<file path="config.mk">
export PLATFORM = sky130hd
export DESIGN_NAME = ctrl_sequencer
export DESIGN_NICKNAME = d
export VERILOG_FILES = /design/src/rtl/ctrl_sequencer.sv
export SDC_FILE = /design/constraint.sdc
export NUM_CORES = 1
export LEC_CHECK = 0
export ABC_AREA = 1
export CAP_MARGIN = 20
export CORE_ASPECT_RATIO = 0.9
export CORE_MARGIN = 3
export CORE_UTILIZATION = 40
export DETAILED_ROUTE_END_ITERATION = 8
export GPL_TIMING_DRIVEN = 0
export PLACE_DENSITY = 0.87
export SLEW_MARGIN = 20
export SYNTH_ARGS = -nofsm -noshare
export SYNTH_HDL_FRONTEND = slang
export SYNTH_SLANG_ARGS = --single-unit
</file>
<file path="constraint.sdc">
create_clock -name clk_i -period 4 [get_ports clk_i]
set_clock_uncertainty 0.15 [all_clocks]
set_input_delay 0.8 -clock clk_i [delete_from_list [all_inputs] [get_ports clk_i]]
set_output_delay 0.8 -clock clk_i [all_outputs]
set_load 0.005 [all_outputs]
</file>
<file path="src/rtl/ctrl_sequencer.sv">
// ctrl_sequencer: multi-cycle FETCH/DECODE/EXEC control sequencer for the accumulator CPU.
//
// Handles the instruction-fetch handshake and the data-memory write handshake. It keeps a
// bounded data-stack pointer and traps overflow, underflow and illegal opcodes into HALT.
//
// Optional feature: define CTRL_SEQ_PERF_CNT_EN to build the 32-bit retired-instruction
// counter. When it is undefined, instr_count_o is tied to 0.
//
// Opcodes: 0 NOP, 1 LOAD, 2 SET, 3 ADD, 4 MULT, 5 JNZ, 6 JZ, 7 JMP,
//          8 PUSH, 9 POP, 10 SADD, 11 SMLT. Opcodes 12 and above are illegal.
//
// Ports:
//   clk_i, rst_ni        clock (rising edge) and asynchronous active-low reset
//   start_i              leave IDLE/HALT and begin fetching
//   instr_valid_i        instruction memory presents opcode_i this cycle
//   opcode_i             fetched opcode
//   acc_i                signed accumulator value (for the JNZ/JZ tests)
//   mem_ready_i          data memory accepted the write
//   fetch_req_o          request the next instruction
//   pc_inc_o, pc_load_o  advance the PC / load the jump target (mutually exclusive pulses)
//   alu_op_o, acc_load_o ALU operation select and accumulator capture (EXEC only)
//   mem_wr_o             data-memory write strobe
//   data_sp_push_o/pop_o stack push/pop pulses
//   stack_addr_o, sp_o   stack slot address for push/pop; current stack depth
//   halted_o, fault_o    HALT indicator; 0 none, 1 illegal, 2 overflow, 3 underflow
//   instr_count_o        retired-instruction count
module ctrl_sequencer #(
  parameter int unsigned DATA_WIDTH   = 32,
  parameter int unsigned OPCODE_WIDTH = 4,
  parameter int unsigned ALU_OP_WIDTH = 3,
  parameter int unsigned STACK_DEPTH  = 16,
  parameter int unsigned SP_WIDTH     = $clog2(STACK_DEPTH + 1)
) (
  input  logic                          clk_i,
  input  logic                          rst_ni,
  input  logic                          start_i,
  input  logic                          instr_valid_i,
  input  logic [OPCODE_WIDTH-1:0]       opcode_i,
  input  logic signed [DATA_WIDTH-1:0]  acc_i,
  input  logic                          mem_ready_i,
  output logic                          fetch_req_o,
  output logic                          pc_inc_o,
  output logic                          pc_load_o,
  output logic [ALU_OP_WIDTH-1:0]       alu_op_o,
  output logic                          acc_load_o,
  output logic                          mem_wr_o,
  output logic                          data_sp_push_o,
  output logic                          data_sp_pop_o,
  output logic [SP_WIDTH-1:0]           stack_addr_o,
  output logic [SP_WIDTH-1:0]           sp_o,
  output logic                          halted_o,
  output logic [1:0]                    fault_o,
  output logic [31:0]                   instr_count_o
);

  localparam logic [OPCODE_WIDTH-1:0] OpNop     = OPCODE_WIDTH'(0);
  localparam logic [OPCODE_WIDTH-1:0] OpLoad    = OPCODE_WIDTH'(1);
  localparam logic [OPCODE_WIDTH-1:0] OpSet     = OPCODE_WIDTH'(2);
  localparam logic [OPCODE_WIDTH-1:0] OpAdd     = OPCODE_WIDTH'(3);
  localparam logic [OPCODE_WIDTH-1:0] OpMult    = OPCODE_WIDTH'(4);
  localparam logic [OPCODE_WIDTH-1:0] OpJnz     = OPCODE_WIDTH'(5);
  localparam logic [OPCODE_WIDTH-1:0] OpJz      = OPCODE_WIDTH'(6);
  localparam logic [OPCODE_WIDTH-1:0] OpJmp     = OPCODE_WIDTH'(7);
  localparam logic [OPCODE_WIDTH-1:0] OpPush    = OPCODE_WIDTH'(8);
  localparam logic [OPCODE_WIDTH-1:0] OpPop     = OPCODE_WIDTH'(9);
  localparam logic [OPCODE_WIDTH-1:0] OpSadd    = OPCODE_WIDTH'(10);
  localparam logic [OPCODE_WIDTH-1:0] OpSmlt    = OPCODE_WIDTH'(11);
  localparam logic [OPCODE_WIDTH-1:0] OpIllegal = OPCODE_WIDTH'(12);

  localparam logic [1:0] FaultNone      = 2'd0;
  localparam logic [1:0] FaultIllegal   = 2'd1;
  localparam logic [1:0] FaultOverflow  = 2'd2;
  localparam logic [1:0] FaultUnderflow = 2'd3;

  typedef enum logic [2:0] {StIdle, StFetch, StDecode, StExec, StHalt} state_e;

  state_e                  state_q, state_d;
  logic [OPCODE_WIDTH-1:0] ir_q, ir_d;
  logic [SP_WIDTH-1:0]     sp_q, sp_d;
  logic [1:0]              fault_q, fault_d;
  logic                    retire;
  logic                    exec_done;
  logic                    is_stack_pop;

  always_ff @(posedge clk_i or negedge rst_ni) begin
    if (!rst_ni) begin
      state_q <= StIdle;
      ir_q    <= '0;
      sp_q    <= '0;
      fault_q <= FaultNone;
    end else begin
      state_q <= state_d;
      ir_q    <= ir_d;
      sp_q    <= sp_d;
      fault_q <= fault_d;
    end
  end

  assign is_stack_pop = (ir_q == OpPop) || (ir_q == OpSadd) || (ir_q == OpSmlt);

  always_comb begin
    state_d        = state_q;
    ir_d           = ir_q;
    sp_d           = sp_q;
    fault_d        = fault_q;
    retire         = 1'b0;
    exec_done      = 1'b0;
    fetch_req_o    = 1'b0;
    pc_inc_o       = 1'b0;
    pc_load_o      = 1'b0;
    alu_op_o       = '0;
    acc_load_o     = 1'b0;
    mem_wr_o       = 1'b0;
    data_sp_push_o = 1'b0;
    data_sp_pop_o  = 1'b0;
    stack_addr_o   = '0;
    halted_o       = 1'b0;

    unique case (state_q)
      StIdle: begin
        if (start_i) state_d = StFetch;
      end
      StFetch: begin
        fetch_req_o = 1'b1;
        if (instr_valid_i) begin
          ir_d    = opcode_i;
          state_d = StDecode;
        end
      end
      StDecode: begin
        // Faults are resolved here so EXEC never has to back out a stack update.
        if (ir_q >= OpIllegal) begin
          fault_d = FaultIllegal;
          state_d = StHalt;
        end else if ((ir_q == OpPush) && (sp_q == SP_WIDTH'(STACK_DEPTH))) begin
          fault_d = FaultOverflow;
          state_d = StHalt;
        end else if (is_stack_pop && (sp_q == '0)) begin
          fault_d = FaultUnderflow;
          state_d = StHalt;
        end else if (ir_q == OpNop) begin
          state_d = StHalt;
        end else begin
          state_d = StExec;
        end
      end
      StExec: begin
        exec_done = 1'b1;
        case (ir_q)
          OpLoad: begin
            alu_op_o   = ALU_OP_WIDTH'(1);
            acc_load_o = 1'b1;
          end
          OpSet: begin
            mem_wr_o  = 1'b1;
            exec_done = mem_ready_i;
          end
          OpAdd: begin
            alu_op_o   = ALU_OP_WIDTH'(2);
            acc_load_o = 1'b1;
          end
          OpMult: begin
            alu_op_o   = ALU_OP_WIDTH'(3);
            acc_load_o = 1'b1;
          end
          OpJnz:   pc_load_o = (acc_i != '0);
          OpJz:    pc_load_o = (acc_i == '0);
          OpJmp:   pc_load_o = 1'b1;
          OpPush: begin
            mem_wr_o       = 1'b1;
            stack_addr_o   = sp_q;
            exec_done      = mem_ready_i;
            data_sp_push_o = mem_ready_i;
            if (mem_ready_i) sp_d = sp_q + SP_WIDTH'(1);
          end
          OpPop, OpSadd, OpSmlt: begin
            alu_op_o      = (ir_q == OpPop)  ? ALU_OP_WIDTH'(1) :
                            (ir_q == OpSadd) ? ALU_OP_WIDTH'(2) : ALU_OP_WIDTH'(3);
            acc_load_o    = 1'b1;
            data_sp_pop_o = 1'b1;
            stack_addr_o  = sp_q - SP_WIDTH'(1);
            sp_d          = sp_q - SP_WIDTH'(1);
          end
          default: ;
        endcase
        if (exec_done) begin
          pc_inc_o = !pc_load_o;
          retire   = 1'b1;
          state_d  = StFetch;
        end
      end
      StHalt: begin
        halted_o = 1'b1;
        if (start_i) begin
          fault_d = FaultNone;
          state_d = StFetch;
        end
      end
      default: state_d = StIdle;
    endcase
  end

  assign sp_o    = sp_q;
  assign fault_o = fault_q;

`ifdef CTRL_SEQ_PERF_CNT_EN
  logic [31:0] instr_count_q;

  always_ff @(posedge clk_i or negedge rst_ni) begin
    if (!rst_ni) begin
      instr_count_q <= '0;
    end else if (retire) begin
      instr_count_q <= instr_count_q + 32'd1;
    end
  end

  assign instr_count_o = instr_count_q;
`else
  logic unused_retire;
  assign unused_retire = retire;
  assign instr_count_o = '0;
`endif

endmodule

</file>
; ---- Word level (Yosys, flattened, before mapping)
; Index checks and enable logic that the tools add are counted.
[totals]
register_bits = 14
input_bits = 41
out_inout_bits = 55
wordCells = 87
[op_classes]
add_sub_neg = 2
order_cmp = 1
eq_ne = 22
n_mux = 38
reduce_logical = 20
[ops]
columns = operator, count
row1 = zero test 32 bit, 1
row2 = nonzero test 32 bit, 1
row3 = 2-to-1 mux 3 bit, 7
row4 = case mux 5 bit (2 select lines), 2
row5 = 2-to-1 mux 1 bit, 17
row6 = == test 4 x 3 -> 1 bit (second input constant), 4
row7 = == test 4 bit (second input constant), 4
row8 = 2-to-1 mux 2 bit, 6
row9 = case mux 3 bit (4 select lines), 1
row10 = 2-to-1 mux 5 bit, 2
row11 = AND reduction 3 bit, 3
row12 = == test 4 x 2 -> 1 bit (second input constant), 2
row13 = != test 2 bit (second input constant), 4
row14 = case mux 2 bit (4 select lines), 1
row15 = == test 3 x 2 -> 1 bit (second input constant), 2
row16 = OR reduction 6 bit, 1
row17 = adder 5 x 1 -> 5 bit (second input constant), 1
row18 = == test 5 bit (second input constant), 1
row19 = zero test 5 bit, 1
row20 = subtractor 5 x 1 -> 5 bit (second input constant), 1
row21 = == test 4 x 1 -> 1 bit (second input constant), 1
row22 = greater-or-equal comparator 4 bit (second input constant), 1
row23 = zero test 4 bit, 1
row24 = != test 4 bit (second input constant), 1
row25 = 13 further kinds, 17

; ---- Logic depth before layout (Yosys ltp)
[logic_depth]
word_depth = 8
depth_mapped = 10
ltp_nobuf = 10

; ---- Worst setup path after synthesis
; No wires, ideal clock.
[synth_path]
kind = input-to-output
start = in acc_i[1]
end = out pc_inc_o
t_arrival_ps = 1420
required_ps = 3050
slack_ps = 1630
path_stages = 7
n_path_buf = 0
path_cell_list = nor2_1 > nand2_1 > nor2_1 > nand2_1 > o21ai_0 > nand3_1 > nor2_1
[synth_between]
elab_chain_len = 6
word_cells_on_any_way = 7
classes_between = 4 x mux / 3 x reduce/logical
[synth_lines]
columns = element, line_no
row1 = start: declaration, 39  ; input logic signed [DATA_WIDTH-1:0] acc_i,
row2 = zero test 32 bit or nonzero test 32 bit (tied branches), "167, 166"
row3 = case mux 1 bit (3 select lines) (*), 149  ; case (ir_q)
row4 = 2-to-1 mux 1 bit (*), 119  ; unique case (state_q)
row5 = zero test 1 bit (*), 187  ; pc_inc_o = !pc_load_o;
row6 = 2-to-1 mux 1 bit (*), 186  ; if (exec_done) begin
row7 = 2-to-1 mux 1 bit (*), 119
row8 = end: declaration, 42  ; output logic pc_inc_o,
; Every way passes the cells marked *; elsewhere a longest branch is shown, timed or not. The select of a mux whose other input is x is not followed.

; ---- Worst setup path in the final report
[layout_path]
start = in acc_i[0]
end = out pc_inc_o
; The elaborated chain is that of the path after synthesis.

==> results_dict.tcl <==
set metrics [dict create \
    arrival_ps 2460 \
    nNetsFinal 381 \
    setup_tns_ps 0 \
    syn2layout_area_growth_pct 56.2 \
    synthFlopType "dfrtp_1" \
    start_kind "input port" \
    crit_fanout 3 \
    coreArea_sq_um 3480 \
    die_area_sq_um 4500 \
    ir_worst_vdd_v 0.000313 \
    grt_overflow 0 \
    max_freq_mhz 293 \
    synth-seq-cells 14 \
    ys_types 25 \
    max_cap_violations 0 \
    synth_area_leaders "dfrtp_1, buf_4, nor2_1, nand2_1, inv_1" \
    port_buffers 62 \
    synth_largest_area_cell "dfrtp_1" \
    post_drt_wl_per_cell_um 9.85 \
    drc 0 \
    globalplace.congestion 0.835 \
    numClockSinks 14 \
    holdPathStages 2 \
    clock_latency_ps 250 \
    r2r_setup_slack_ps 2270 \
    avgSynthCellArea_sq_um 6.24 \
    yosysWarnings 0 \
    power_density_nw_per_um2 466 \
    finalWirelength_mm 3.74 \
    io_pins 96 \
    grt_max_degree 15 \
    initial_core_util 0.428 \
    antenna_found_initial 0 \
    stdcell_count 380 \
    finalMaxSlewViolations 0 \
    power.leakage_nw 1.15 \
    tightest_slew_ps 627 \
    clk_pin_slew_ps 60 \
    r2r_cells 9 \
    final_layout_size_suffix_gt1_frac 0.173 \
    cts_setup_buffers 0 \
    rsz0062_at_grt "false" \
    cts_buffers 3 \
    cts_resized 0 \
    timing.slew.headroom 0.581 \
    cts_root_buf "clkbuf_8" \
    fillers 304 \
    hpwl_mm 3.21 \
    drt-pass1-iter-count 4 \
    r2r_end "state_q[0]" \
    syn_inst 239 \
    placed_cells_incl_taps 377 \
    path_class "input port to primary output" \
    crit_path_end_kind "primary output" \
    synth-async-reset-ratio 1.00 \
    cts_tree "built" \
    cts_hold_buf 0 \
    required_ps 3050 \
    synth-seq-area-share 0.235 \
    fin_ws_ps 592 \
    crit-reg2reg-launch "sp_o[0]" \
    grt_usage 0.169 \
    cp-startpoint "acc_i[0]" \
    synth_enable_flop_cells 0 \
    htree_levels 1 \
    dieWidth_um 70.3 \
    vias 1622 \
    ant_nets 0 \
    die_h_um 63.9 \
    synth_commonest_cells "nor2_1, nand2_1, buf_4" \
    status "completed" \
    via_per_inst 4.27 \
    grt_pass1_vias 1428 \
    yosysMostFrequentCell "nor2_1" \
    final-setup-viol-count 0 \
    grt_pass1_wl_mm 6.21 \
    pre_cts_slack_ps 606 \
    syn_area_sq_um 1490 \
    hold_class "flop to flop" \
    rows 20 \
    diodes 0 \
    min_from "fault_o[0]" \
    min_period_ps 3410 \
    synth_top_area_share 0.235 \
    clk_path_buf_depth 2 \
    hold_end "fault_o[0]" \
    finalHoldViolCount 0 \
    period_share 0.852 \
    drtIter0Drc 99 \
]
-- power breakdown --
group	total [mW]	switching (mW)	internal (mW)	leakage [nW]
logic	0.677	0.367	0.310	0.962
registers	0.294	0.0844	0.209	0.162
clock network	0.114	0.0474	0.0665	0.0216
total	1.08	0.499	0.586	1.15
-- cell families (layout without fill, tap and decap cells) --
logic type               count (synthesis)  in the layout  share of synthesized area
buffers and inverters                   65            130                      0.248
other                                    1             33                    0.00252
XOR/XNOR                                 3              3                     0.0176
adder cells (fa/ha/maj)                  2              2                     0.0168
flip-flops                              14             14                      0.235
AND/OR/NAND/NOR                        120            120                      0.354
AO/OA/AOI/OAI                           34             34                      0.126
-- per-layer routing --
layer  global-route usage  routed length (um)  up-vias
met1                0.197                1510      696
met3               0.0487                 297        5
met2                0.306                1910       49
met5                    0                   0        -
li1                     -                   -      872
met4               0.0335                  23        0
-- final cells by class --
class,instances,area (sq um),area share
buffer,34,253,0.109
clock buffer,3,41.3,0.0177
inverter,31,116,0.0500
multi-input combinational,192,891,0.383
sequential,14,350,0.151
tap,44,55.1,0.0237
timing repair buffer,62,621,0.267
-- placed cells by master (no fill, tap or decap), drive strengths merged --
cell and instances:
clkbuf 3, a211oi 1, o211ai 1, inv 31, dfrtp 14, or2 1
nand2 49, conb 33, nand4 1, o21ai 19, nand3 12, nor2 54
nor3 3, ha 2, a21oi 13, clkdlybuf4s50 62, xor2 3, buf 34
-- stage by stage --
| stage | power, mW | hold WS (ps) | cell area, sq um | util |
|---|---|---|---|---|
| after floorplan | 0.723 | 332 | 1610 | - |
| after global placement | 0.949 | 323 | 2290 | 0.657 |
| after detailed placement | 0.966 | 330 | 2290 | 0.657 |
| after CTS | 1.09 | 345 | 2330 | 0.669 |
| after global routing | 1.21 | 409 | 2330 | 0.669 |
| final | 1.09 | 335 | 2330 | 0.669 |
-- flip-flops by register name, summed over array words and instances, names as in the netlist --
signal   count
sp_o         5
state_q      3
ir_q         4
fault_o      2
-- worst max path at each step --
stage / end / slack [ps] / cells past startpoint
after floorplan: pc_inc_o / 1630 / 7
after global placement: pc_load_o / 630 / 9
after detailed placement: pc_inc_o / 610 / 9
after CTS: pc_inc_o / 600 / 9
after global routing: pc_load_o / 400 / 9
final: pc_inc_o / 590 / 9
-- critical path: stages --
cell and delay (ps):
clkdlybuf4s50_1 440, nor2_1 120, nand2_1 60, nor2_1 90
nand2_1 90, o21ai_0 150, nand3_1 90, nor2_1 90
clkdlybuf4s50_1 530
(Power assumes the default switching activity.)
